<file path="src/rtl/clk_pkg.sv">
// Shared definitions for the clock divider: FSM state encoding, parameter
// defaults and the rule that forces degenerate ratios up to the minimum.
package clk_pkg;

    localparam int RATIO_W_DEF       = 8;
    localparam int DEFAULT_RATIO_DEF = 2;
    localparam int MIN_RATIO         = 2;

    typedef enum logic [1:0] {
        ST_IDLE = 2'd0,
        ST_RUN  = 2'd1,
        ST_STOP = 2'd2
    } state_e;

    // Ratios of 0 and 1 cannot produce a two-phase clock, so they run as 2.
    function automatic logic [31:0] clamp_ratio(input logic [31:0] ratio);
        return (ratio < 32'(MIN_RATIO)) ? 32'(MIN_RATIO) : ratio;
    endfunction

endpackage

</file>
<file path="src/rtl/clk_div_counter.sv">
// Period counter for the clock divider: counts 0..ratio-1 while enabled,
// wraps to 0 and flags the wrap (period boundary) combinationally.
module clk_div_counter
    import clk_pkg::*;
#(
    parameter int RATIO_W = RATIO_W_DEF
) (
    input  logic               clk_i,
    input  logic               rst_n,
    input  logic               count_en_i,
    input  logic               clear_i,
    input  logic [RATIO_W-1:0] ratio_i,
    output logic [RATIO_W-1:0] cnt_next_o,
    output logic               wrap_o
);

    localparam logic [RATIO_W-1:0] ONE = RATIO_W'(1);

    logic [RATIO_W-1:0] cnt_q;
    logic [RATIO_W-1:0] cnt_d;

    assign wrap_o = count_en_i && (cnt_q == ratio_i - ONE);

    always_comb begin
        // NOTE: default first, so every path assigns cnt_d and no latch is inferred.
        cnt_d = cnt_q;
        if (clear_i) begin
            cnt_d = '0;
        end else if (count_en_i) begin
            cnt_d = wrap_o ? '0 : cnt_q + ONE;
        end
    end

    always_ff @(posedge clk_i or negedge rst_n) begin
        // NOTE: state registers use non-blocking assignments so every flop
        // samples pre-edge values regardless of block evaluation order.
        if (!rst_n) begin
            cnt_q <= '0;
        end else begin
            cnt_q <= cnt_d;
        end
    end

    assign cnt_next_o = cnt_d;

    cnt_in_range: assert property (@(posedge clk_i) disable iff (!rst_n)
        cnt_q < ratio_i);

endmodule

</file>
<file path="src/rtl/clk_divider.sv">
// Programmable clock divider: IDLE/RUN/STOP control, glitch-free registered
// clk_out, and ratio changes that only ever take effect on a period boundary.
module clk_divider
    import clk_pkg::*;
#(
    parameter int RATIO_W       = RATIO_W_DEF,
    parameter int DEFAULT_RATIO = DEFAULT_RATIO_DEF
) (
    input  logic               clk_in,
    input  logic               rst_n,
    input  logic               en,
    input  logic [RATIO_W-1:0] div_ratio,
    input  logic               load,
    output logic               clk_out,
    output logic               busy,
    output logic               ratio_ack,
    output logic [RATIO_W-1:0] cur_ratio
);

    localparam logic [RATIO_W-1:0] RESET_RATIO =
        RATIO_W'(clamp_ratio(32'(RATIO_W'(DEFAULT_RATIO))));

    state_e             state_q;
    logic               clk_out_q;
    logic               busy_q;

    logic [RATIO_W-1:0] cur_ratio_q,  cur_ratio_d;
    logic [RATIO_W-1:0] pend_ratio_q, pend_ratio_d;
    logic               pend_q,       pend_d;
    logic               ack_q,        ack_d;

    logic               active;
    logic               wrap;
    logic               in_high;
    logic [RATIO_W-1:0] cnt_next;
    logic [RATIO_W-1:0] load_ratio;

    assign active     = (state_q != ST_IDLE);
    assign load_ratio = RATIO_W'(clamp_ratio(32'(div_ratio)));

    clk_div_counter #(
        .RATIO_W (RATIO_W)
    ) u_counter (
        .clk_i      (clk_in),
        .rst_n      (rst_n),
        .count_en_i (active),
        .clear_i    (!active),
        .ratio_i    (cur_ratio_q),
        .cnt_next_o (cnt_next),
        .wrap_o     (wrap)
    );

    // High phase covers cnt 0..(N>>1)-1; the wrap edge always lands at cnt 0.
    assign in_high = (cnt_next < (cur_ratio_q >> 1));

    always_ff @(posedge clk_in or negedge rst_n) begin
        if (!rst_n) begin
            state_q   <= ST_IDLE;
            clk_out_q <= 1'b0;
            busy_q    <= 1'b0;
        end else begin
            unique case (state_q)
                ST_IDLE: begin
                    if (en) begin
                        state_q   <= ST_RUN;
                        clk_out_q <= 1'b1;
                        busy_q    <= 1'b1;
                    end
                end
                ST_RUN: begin
                    clk_out_q <= in_high;
                    if (!en) begin
                        state_q <= ST_STOP;
                    end
                end
                ST_STOP: begin
                    if (en) begin
                        state_q   <= ST_RUN;
                        clk_out_q <= in_high;
                    end else if (wrap) begin
                        state_q   <= ST_IDLE;
                        clk_out_q <= 1'b0;
                        busy_q    <= 1'b0;
                    end else begin
                        clk_out_q <= in_high;
                    end
                end
                default: begin
                    state_q   <= ST_IDLE;
                    clk_out_q <= 1'b0;
                    busy_q    <= 1'b0;
                end
            endcase
        end
    end

    // A load on the wrap edge bypasses the pending register; otherwise the
    // pending value waits for a wrap, or the next edge when idle.
    always_comb begin
        cur_ratio_d  = cur_ratio_q;
        pend_d       = pend_q;
        pend_ratio_d = pend_ratio_q;
        ack_d        = 1'b0;
        if (load && wrap) begin
            cur_ratio_d = load_ratio;
            pend_d      = 1'b0;
            ack_d       = 1'b1;
        end else begin
            if (pend_q && (wrap || !active)) begin
                cur_ratio_d = pend_ratio_q;
                pend_d      = 1'b0;
                ack_d       = 1'b1;
            end
            if (load) begin
                pend_d       = 1'b1;
                pend_ratio_d = load_ratio;
            end
        end
    end

    always_ff @(posedge clk_in or negedge rst_n) begin
        if (!rst_n) begin
            cur_ratio_q <= RESET_RATIO;
            pend_q      <= 1'b0;
            ack_q       <= 1'b0;
        end else begin
            cur_ratio_q <= cur_ratio_d;
            pend_q      <= pend_d;
            ack_q       <= ack_d;
        end
    end

    // NOTE: pend_ratio_q is only meaningful while pend_q is set, so it is a
    // plain data register with no reset.
    always_ff @(posedge clk_in) begin
        pend_ratio_q <= pend_ratio_d;
    end

    assign clk_out   = clk_out_q;
    assign busy      = busy_q;
    assign ratio_ack = ack_q;
    assign cur_ratio = cur_ratio_q;

    clk_out_implies_busy: assert property (@(posedge clk_in) disable iff (!rst_n)
        clk_out_q |-> busy_q);

endmodule

</file>
<file path="config.mk">
export PLATFORM = sky130hd
export DESIGN_NAME = clk_divider
export DESIGN_NICKNAME = d
export VERILOG_FILES = /design/src/rtl/clk_pkg.sv /design/src/rtl/clk_div_counter.sv /design/src/rtl/clk_divider.sv
export SDC_FILE = /design/constraint.sdc
export NUM_CORES = 1
export LEC_CHECK = 0
export CAP_MARGIN = 20
export CORE_MARGIN = 4
export CORE_UTILIZATION = 55
export CTS_CLUSTER_SIZE = 30
export DETAILED_ROUTE_END_ITERATION = 12
export GPL_TIMING_DRIVEN = 0
export PLACE_DENSITY = 0.88
export SKIP_CTS_REPAIR_TIMING = 1
export SLEW_MARGIN = 15
export SYNTH_ARGS = -nofsm -noshare
export SYNTH_HDL_FRONTEND = slang
export SYNTH_SLANG_ARGS = --single-unit
</file>
<file path="constraint.sdc">
create_clock -name clk_in -period 4.8 [get_ports clk_in]
set_clock_uncertainty 0.2 [all_clocks]
set_input_delay 0.72 -clock clk_in [delete_from_list [all_inputs] [get_ports clk_in]]
set_output_delay 0.72 -clock clk_in [all_outputs]
set_load 0.01 [all_outputs]
</file>
==> impl_metrics.prom <==
# TYPE chip_impl_metric gauge
chip_impl_metric{name="cts-buffers-inserted",unit=""} 5
chip_impl_metric{name="dp_worst_setup_slack",unit="ns"} 0.750
chip_impl_metric{name="die_x",unit="µm"} 65.3
chip_impl_metric{name="reg2reg_depth",unit=""} 13
chip_impl_metric{name="tightest_slew",unit="ns"} 0.769
chip_impl_metric{name="ant_nets",unit=""} 0
chip_impl_metric{name="clkSlewWorstSetupHoldPaths",unit="ns"} 0.11
chip_impl_info{name="status",value="finished, final reports clean"} 1
chip_impl_metric{name="tritoncts_num_sinks",unit=""} 30
chip_impl_metric{name="timing.final.setup_violations",unit=""} 0
chip_impl_metric{name="ys_types",unit=""} 50
chip_impl_metric{name="numPortBuffers",unit=""} 22
chip_impl_metric{name="synth.area.mux_share",unit="%"} 0
chip_impl_metric{name="syn2layout_area_growth",unit="%"} 19.1
chip_impl_metric{name="groute.layer.met1.usage",unit="%"} 26.6
chip_impl_metric{name="synth_area_in_adders",unit="%"} 5.54
chip_impl_info{name="timing.hold.worst.class",value="register to register"} 1
chip_impl_metric{name="synth_async_sr_flop_share",unit="%"} 73.3
chip_impl_metric{name="timing_hold_violations_final",unit=""} 0
chip_impl_metric{name="worstHoldPathCells",unit=""} 2
chip_impl_info{name="crit_path_start_kind",value="register"} 1
chip_impl_metric{name="detailedRoute.firstIterationViolations",unit=""} 81
chip_impl_metric{name="synthesis.instances",unit=""} 182
chip_impl_metric{name="post_route_cells_drive_above_1_share",unit="%"} 11.3
chip_impl_metric{name="grt_max_degree",unit=""} 23
chip_impl_metric{name="setup_total_negative_slack",unit="ns"} 0
chip_impl_metric{name="n_fill_cell",unit=""} 255
chip_impl_metric{name="fp.dieArea",unit="µm²"} 4260
chip_impl_metric{name="vias",unit=""} 1524
chip_impl_metric{name="yosys.area_share.simple",unit="%"} 14.7
chip_impl_info{name="grt_setup_unrepaired",value="no"} 1
chip_impl_metric{name="timing.critical_path.arrival",unit="ns"} 4.05
chip_impl_metric{name="post_synth_instance_area",unit="µm²"} 1810
chip_impl_info{name="crit_path_end_kind",value="register"} 1
chip_impl_info{name="timing.setup.critical_path_class",value="register to register"} 1
chip_impl_info{name="synth_flop_cell",value="dfrtp_1"} 1
chip_impl_metric{name="grt_overflow",unit=""} 0
chip_impl_metric{name="effective_utilization_at_floorplan",unit="%"} 58.2
chip_impl_metric{name="grt_util_all_layers",unit="%"} 21.8
chip_impl_metric{name="clock_path_buffers",unit=""} 2
chip_impl_metric{name="htree_num_levels",unit=""} 2
chip_impl_info{name="main_combinational_cell_family_by_area_after_synthesis",value="compound AO/OA/AOI/OAI gates"} 1
chip_impl_info{name="cts-root-buf",value="clkbuf_4"} 1
chip_impl_metric{name="design.core.area",unit="µm²"} 3100
chip_impl_metric{name="path_max_fanout",unit=""} 8
chip_impl_metric{name="leak_pwr",unit="nW"} 0.867
chip_impl_metric{name="drv_cap",unit=""} 0
chip_impl_metric{name="postRouteWirelength",unit="mm"} 4.18
chip_impl_metric{name="gr-usage-met2",unit="%"} 36.7
chip_impl_metric{name="fin_crit_sh",unit="%"} 84.6
chip_impl_metric{name="avgRoutedWirePerCell",unit="µm"} 16.2
chip_impl_metric{name="floorplan.die.height",unit="µm"} 65.3
chip_impl_metric{name="gp_congestion",unit=""} 0.891
chip_impl_metric{name="power_per_cell_area",unit="nW/µm²"} 506
chip_impl_metric{name="cp_data_required_time",unit="ns"} 4.79
chip_impl_metric{name="achievable-frequency",unit="MHz"} 246
chip_impl_metric{name="viasPerCell",unit=""} 5.93
chip_impl_metric{name="slew_violations",unit=""} 0
chip_impl_info{name="grt_busiest_layer",value="met2"} 1
chip_impl_metric{name="antenna_found_initial",unit=""} 0
chip_impl_metric{name="synth_area_per_cell",unit="µm²"} 9.92
chip_impl_metric{name="synth-compound-area-share",unit="%"} 25.6
chip_impl_metric{name="post-dp-hpwl",unit="mm"} 3.19
chip_impl_metric{name="final.setup.worst_slack",unit="ns"} 0.741
chip_impl_metric{name="insertion_delay",unit="ns"} 0.34
chip_impl_metric{name="io_pins",unit=""} 23
chip_impl_metric{name="max_slew_margin",unit="%"} 48.3
chip_impl_metric{name="hold_ws",unit="ns"} 0.361
chip_impl_metric{name="wire_length_of_the_first_global_routing_pass",unit="mm"} 7.09
chip_impl_metric{name="ys.warnings.count",unit=""} 0
chip_impl_metric{name="post_synth_xor_area_fraction",unit="%"} 6.31
chip_impl_info{name="cts_tree",value="built"} 1
chip_impl_metric{name="ir_drop",unit="V"} 0.000261
chip_impl_metric{name="flops_latches_synth",unit=""} 30
chip_impl_metric{name="first_global_vias",unit=""} 1597
chip_impl_metric{name="globalRouteMet3Util",unit="%"} 6.32
chip_impl_info{name="mostFrequentLayoutCell",value="clkdlybuf4s50_1"} 1
chip_impl_metric{name="floorplan.rows",unit=""} 20
chip_impl_metric{name="antenna-diode-count",unit=""} 0
chip_impl_info{name="mostFrequentLayoutCells",value="22 x clkdlybuf4s50_1, 21 x dfrtp_1, 16 x nor2_1, 11 x inv_1, 11 x nand2_1"} 1
chip_impl_metric{name="synth_enable_flop_cells",unit=""} 8
chip_impl_metric{name="period_minus_slack",unit="ns"} 4.06
chip_impl_metric{name="synth-seq-area-share",unit="%"} 43.9
chip_impl_metric{name="drtPass1Iterations",unit=""} 4
chip_impl_metric{name="drc",unit=""} 0
chip_impl_metric{name="final_nets",unit=""} 232
chip_impl_metric{name="synth_nets",unit=""} 202
## report_power, final
part           internal, mW  switching, mW
combinational         0.251          0.278
clock                0.0568         0.0937
sequential            0.323         0.0876
## metal layers
layer | vias up | share of wire (%)
met4 | 0 | 1.2
li1 | 731 | -
met1 | 739 | 43
met3 | 5 | 4.8
met2 | 49 | 51
met5 | - | 0
## state kept, by name, indices dropped and copies added, names as in the netlist
register         cells
cur_ratio            8
busy                 1
pend_q               1
state_q              2
clk_out              1
pend_ratio_q         8
ratio_ack            1
u_counter.cnt_q      8
## critical path: stages, from the launching register on
cell and delay (ns):
dfstp_2 0.59, inv_1 0.07, ha_1 0.29, xnor2_1 0.13, nor2_1 0.09, nand4b_1 0.32
a211o_2 0.48, nand2_1 0.27, nor2_1 0.12, ha_1 0.31, o21a_1 0.13, o2111ai_1 0.12
a2111oi_0 0.62, a221oi_2 0.16
## cell type report
type	count	area, µm²	share of cell area, %
plain buffers	8	31.3	1.45
clock buffers	5	37.5	1.75
clock inverters	3	21.3	0.989
inverters	11	41.3	1.92
multi-input cells	133	941	43.7
flip-flops and latches	30	792	36.8
well taps	44	55.1	2.56
repair buffers	23	231	10.8
## final timing paths
| kind | from | endpoint | slack, ns |
|---|---|---|---|
| max in group asynchronous | rst_n | cur_ratio[1]$_DFFE_PN1P_ | 3.29 |
| worst max-delay path | cur_ratio[1]$_DFFE_PN1P_ | clk_out$_DFFE_PN0P_ | 0.74 |
| worst min-delay path | cur_ratio[1]$_DFFE_PN1P_ | cur_ratio[1]$_DFFE_PN1P_ | 0.36 |
| worst max register to register | cur_ratio[1]$_DFFE_PN1P_ | clk_out$_DFFE_PN0P_ | 0.74 |
| min in group asynchronous | rst_n | u_counter.cnt_q[2]$_DFF_PN0_ | 0.54 |
| worst min register to register | cur_ratio[1]$_DFFE_PN1P_ | cur_ratio[1]$_DFFE_PN1P_ | 0.36 |
## Yosys cell counts, drive strengths merged, types with 2 or more instances
cell type / count / area, µm²
nand2b: 2 / 12.5
a2111oi: 2 / 36.3
clkbuf: 7 / 26.3
edfxtp: 8 / 240
o21ai: 12 / 63.8
a31oi: 8 / 50.1
a21boi: 2 / 15.0
a2bb2oi: 8 / 76.3
nand3: 5 / 25.0
xnor2: 8 / 70.1
or2: 2 / 12.5
a21oi: 7 / 35.0
o21a: 5 / 37.5
dfrtp: 21 / 526
ha: 8 / 100
inv: 11 / 41.3
o31a: 2 / 17.5
nand2: 12 / 47.6
xor2: 5 / 43.8
nor2b: 2 / 12.5
a211oi: 3 / 27.5
and2: 2 / 15.0
nor2: 16 / 60.1
and3: 3 / 18.8
nor3: 3 / 20.0
or3: 2 / 12.5
## logic make-up after synthesis
family,after synthesis
fa+ha+maj,8
compound gates,59
flops,30
simple gates,53
xor+xnor,13
buf+inv,19
## per-stage QoR
stage	power, mW	cell area, µm²	util [%]	cells
after floorplan	0.747	1810	-	182
after global placement	0.911	2080	67.1	248
after detailed placement	0.938	2080	67.1	248
after CTS	1.09	2140	69.0	256
after global routing	1.17	2150	69.3	257
final	1.09	2150	69.3	257
Note: power is estimated with default switching activity, not from simulation.
==> patch 1, RTL diff (same settings) <==
Make the reset (`rst_n`) synchronous in 3 clocked blocks.
--- a/src/rtl/clk_div_counter.sv
+++ b/src/rtl/clk_div_counter.sv
@@ -31,7 +31,7 @@
         end
     end
 
-    always_ff @(posedge clk_i or negedge rst_n) begin
+    always_ff @(posedge clk_i) begin
         // NOTE: state registers use non-blocking assignments so every flop
         // samples pre-edge values regardless of block evaluation order.
         if (!rst_n) begin
--- a/src/rtl/clk_divider.sv
+++ b/src/rtl/clk_divider.sv
@@ -53,7 +53,7 @@
     // High phase covers cnt 0..(N>>1)-1; the wrap edge always lands at cnt 0.
     assign in_high = (cnt_next < (cur_ratio_q >> 1));
 
-    always_ff @(posedge clk_in or negedge rst_n) begin
+    always_ff @(posedge clk_in) begin
         if (!rst_n) begin
             state_q   <= ST_IDLE;
             clk_out_q <= 1'b0;
@@ -118,7 +118,7 @@
         end
     end
 
-    always_ff @(posedge clk_in or negedge rst_n) begin
+    always_ff @(posedge clk_in) begin
         if (!rst_n) begin
             cur_ratio_q <= RESET_RATIO;
             pend_q      <= 1'b0;
Formal check against the unedited RTL: differs if rst_n is asserted again (counterexample within 4 cycles, from zero or initial values and one cycle with rst_n low); with rst_n held inactive, the same outputs for 10 cycles.
==> patch 1 against the unedited design <==
Area after synthesis fell by 5.9%; routed wire length is 12% lower; critical path type unchanged; setup slack improved by 260 ps; core utilization increased by 0.90 points; sequential cell count unchanged; final area is 6.9% lower; cell count decreased by 3.5%.
Power is not compared: it rests on default switching activity, and its combinational part moved more than twofold at a synthesized area within 25%.
==> patch 1: results (changes against the unedited design) <==
metric	value	unit	change
outcome	finished clean		
drive_gt1_share	6.91	%	-4.4 points
r2r-end	clk_out		
holdPathStages	1		-1
whs_endpoint	u_counter.cnt_q[0]		
worstHoldStart	u_counter.cnt_q[0]		
rrSetupSlack	1000	ps	+260 ps
cts_htree_levels	2		unchanged
cts_root_buffer	clkbuf_4		
crit_family	compound AO/OA/AOI/OAI gates		
cp_max_fo	8		unchanged
fill_cells	227		-11%
clk_pin_slew	90	ps	-20 ps
wl_per_cell	14.8	um	-9.0%
synth_cell_types	47		-6.0%
drc	0		unchanged
swShare	29.0	%	
clockBufferDepth	2		unchanged
rr_startpoint	cur_ratio[0]		
maxCapViolCount	0		unchanged
dpl.hpwl	2.66	mm	-17%
fin_nets	236		+1.7%
ys_seq_area_share	40.1	%	-3.8 points
antenna_found_initial	0		unchanged
postPlaceCellArea	1950	sq um	-6.1%
synthesis.nets	207		+2.5%
drtIter0Drc	66		-19%
grt_pass1_wl	6.24	mm	-12%
synthArstFlopShare	0	%	-73 points
grt_usage	19.7	%	-2.0 points
tightestPinTransition	534	ps	-235 ps
cp_slowest_stage_delay	420	ps	-200 ps
total_leakage_power	0.812	nW	
synthFlopType	dfxtp_1		
place_congestion	0.816		-8.5%
yosysWarnings	0		unchanged
hold_ws	326	ps	-35.2 ps
cp_data_arrival_time	3860	ps	-190 ps
io_buffers	21		-4.5%
synthTopCellsByCount	nor2_1 (23), dfxtp_1 (22), inv_1 (18), clkbuf_1 (10), xor2_1 (9)		
hp-class	register to register		
cts_made_buffers	5		unchanged
drtPass1Iterations	4		unchanged
worst_r2r_path_depth	16		+3
grt_max_degree	11		-52%
synth_edf_count	8		unchanged
vias	1428		-6.3%
antenna_cells	0		unchanged
insertion_delay	330	ps	
slowest_stage	or3b_1		
peakVddDrop	0.255	mV	
synthTopCellsByArea	dfxtp_1 (26%), edfxtp_1 (14%), ha_1 (5.9%)		
-- patch 1: changes by cell type after synthesis, moves of 7 or more --
cell	change
dfxtp_1	+22
dfrtp_1	-21
inv_1	+7
mux2i_1	+7
nor2_1	+7
o21ai_0	-7
o22ai_1	+7
-- patch 1: worst max path at each step --
stage | cells past startpoint | slack, ps | end | start
2_1_floorplan | 16 | 1560 | clk_out | cur_ratio[0]
3_3_place_gp | 16 | 1330 | clk_out | cur_ratio[1]
3_5_place_dp | 16 | 1210 | clk_out | cur_ratio[0]
4_1_cts | 16 | 990 | clk_out | cur_ratio[0]
5_1_grt | 16 | 670 | clk_out | cur_ratio[0]
6_report | 16 | 1000 | clk_out | cur_ratio[0]
-- patch 1: cell type report --
class	count	area (sq um)	area share, %
Multi-Input combinational cell	127	898	44.8
Sequential cell	30	681	34.0
Timing Repair Buffer	22	215	10.7
Inverter	18	67.6	3.37
Buffer	12	52.6	2.62
Clock buffer	6	41.3	2.06
Tap cell	31	38.8	1.94
Clock inverter	2	8.76	0.437
-- patch 1: per-layer routing --
metal  share of wire [%]  track usage (%)  vias up
li1                    -                -      709
met1                  44             22.5      680
met2                  49             33.9       29
met3                 4.0             6.04       10
met4                 2.4             8.09        0
met5                   0                0        -
-- patch 1: worst register-to-register path: stages (launching register included) --
cell,delay [ps]
dfxtp_1,380
inv_1,90
ha_1,230
or3b_1,420
nor3_2,150
xnor2_1,120
a2111oi_4,370
or2_2,170
clkbuf_1,280
nor2_1,100
ha_1,280
o21a_1,180
o21ai_0,250
a21oi_1,100
nor2_1,130
o41ai_1,120
a21oi_1,160
-- patch 1: cells by family after synthesis --
group	count (synthesis)	share of synthesized area, %
AO/OA/AOI/OAI	32	14.5
XOR/XNOR	16	8.25
buffers and inverters	30	7.07
AND/OR/NAND/NOR	63	19.2
flip-flops	30	40.1
multiplexers	8	5.01
adder cells (fa/ha/maj)	8	5.89
-- patch 1: metrics by stage --
stage | setup slack, ps | power, mW | utilization, % | std cells
2_1_floorplan | 1560 | 0.365 | - | 187
3_3_place_gp | 1330 | 0.401 | 68.3 | 239
3_5_place_dp | 1210 | 0.407 | 68.5 | 240
4_1_cts | 987 | 0.546 | 70.2 | 248
5_1_grt | 669 | 0.573 | 70.2 | 248
6_report | 1000 | 0.545 | 70.2 | 248
-- patch 1: power groups by stage --
stage	clock network, mW	logic [mW]	registers (mW)
after CTS	0.143	0.114	0.289
after floorplan	0	0.0695	0.295
final	0.141	0.114	0.290
after detailed placement	0	0.112	0.295
after global placement	0	0.107	0.294
after global routing	0.156	0.125	0.292
==> patch 2, RTL diff (config.mk and constraints unchanged) <==
Made on the original files. Set the package constant `RATIO_W_DEF` to 7 (it was 8).
--- a/src/rtl/clk_pkg.sv
+++ b/src/rtl/clk_pkg.sv
@@ -2,7 +2,7 @@
 // defaults and the rule that forces degenerate ratios up to the minimum.
 package clk_pkg;
 
-    localparam int RATIO_W_DEF       = 8;
+    localparam int RATIO_W_DEF       = 7;
     localparam int DEFAULT_RATIO_DEF = 2;
     localparam int MIN_RATIO         = 2;
 
Ports: changed (resized cur_ratio and div_ratio); port bits go from 23 to 21. No check against the original RTL was run, so the function may have changed too.
==> patch 2 against the unedited design <==
Setup slack lost 340 ps; cell count shrank 9.3%; sequential cell count shrank 3; routed wire length shrank 10%; power shrank 10%; area after synthesis shrank 7.1%; core utilization shrank 0.45 points; final area shrank 9.4%; count of clock-buffer cells in the layout shrank 1; highest routed layer unchanged.
==> patch 2: results (changes against the unedited design) <==
metric	value	unit	change
vias	1436		-5.8%
place_congestion	0.848		-4.8%
synthTopCellsByArea	dfrtp_1 (28%), edfxtp_1 (13%), ha_1 (5.2%)		
dpl.hpwl	2.86	mm	-10%
cp_data_arrival_time	4480	ps	+430 ps
met2_usage	34.3	%	-2.4 points
grt_usage	20.3	%	-1.4 points
outcome	finished clean		
crit_family	simple AND/OR/NAND/NOR gates		
synth_cell_types	51		+2.0%
worst_r2r_path_depth	17		+4
wl_per_cell	16.1	um	-0.85%
drtIter0Drc	88		+8.6%
grt_pass1_vias	1453		-9.0%
grt_pass1_wl	6.49	mm	-8.5%
synthTopCellsByCount	dfrtp_1 (19), nor2_1 (14), o21ai_0 (12), inv_1 (11), nor3_1 (10)		
peakVddDrop	0.326	mV	+25%
total_leakage_power	0.789	nW	-9.1%
cts_made_buffers	3		-2
synth_edf_count	7		-1
fin_nets	221		-4.7%
synthCells	177		-2.7%
dpl_worst_slack	443	ps	-306 ps
synthesis.nets	195		-3.5%
routed_wl	3.75	mm	-10%
postPlaceCellArea	1920	sq um	-7.9%
clk_pin_slew	150	ps	+40 ps
grt.met1_usage	26.7	%	+0.11 points
cp_max_fo	10		+2
grt_max_degree	21		-8.7%
drive_gt1_share	8.42	%	-2.9 points
cp_slowest_stage_delay	550	ps	-70 ps
slowest_stage	dfstp_2		
[patch 2: cell types whose count changed after synthesis, moves of 4 or more]
cell       before  now
nor3_1          2   10
o211ai_1        1    9
a2bb2oi_1       7    0
o21a_1          5    0
nand2_1        11    7
[patch 2: worst min-delay path, delay by kind of cell (launching register included)]
| kind | cells | cell delay (ps) |
|---|---|---|
| AO/OA/AOI/OAI | 1 | 70 |
| flip-flops | 1 | 370 |
| AND/OR/NAND/NOR | 1 | 80 |
[patch 2: cell families after synthesis]
group	share of synthesized area [%]
flip-flops	42.4
adder cells (fa/ha/maj)	5.22
AO/OA/AOI/OAI	20.2
buffers and inverters	6.49
XOR/XNOR	7.61
multiplexers	0.597
AND/OR/NAND/NOR	17.5
[patch 2: worst paths after layout]
kind,from,end,slack (ps)
max in group asynchronous,rst_n,cur_ratio[3],3160
worst min-delay path,clk_out,clk_out,340
min in group asynchronous,rst_n,state_q[1],670
worst min register to register,clk_out,clk_out,340
worst max-delay path,cur_ratio[1],clk_out,410
worst max register to register,cur_ratio[1],clk_out,410
[patch 2: routing by layer]
| metal | wire (um) | vias to the layer above |
|---|---|---|
| met5 | 0 | - |
| met4 | 53 | 0 |
| met3 | 258 | 5 |
| met2 | 1770 | 57 |
| met1 | 1680 | 684 |
| li1 | - | 690 |
[patch 2: report_power, final]
group / switching, mW / leakage (nW) / internal (mW) / total [mW]
combinational: 0.281 / 0.458 / 0.247 / 0.529
clock: 0.0672 / 0.0150 / 0.0327 / 0.0998
sequential: 0.0582 / 0.316 / 0.292 / 0.350
[patch 2: layout make-up]
| cell class | instances | area [sq um] |
|---|---|---|
| Buffer | 13 | 67.6 |
| Clock buffer | 4 | 26.3 |
| Fill cell | 226 | 881 |
| Inverter | 11 | 41.3 |
| Multi-Input combinational cell | 126 | 857 |
| Sequential cell | 27 | 712 |
| Tap cell | 31 | 38.8 |
| Timing Repair Buffer | 21 | 205 |
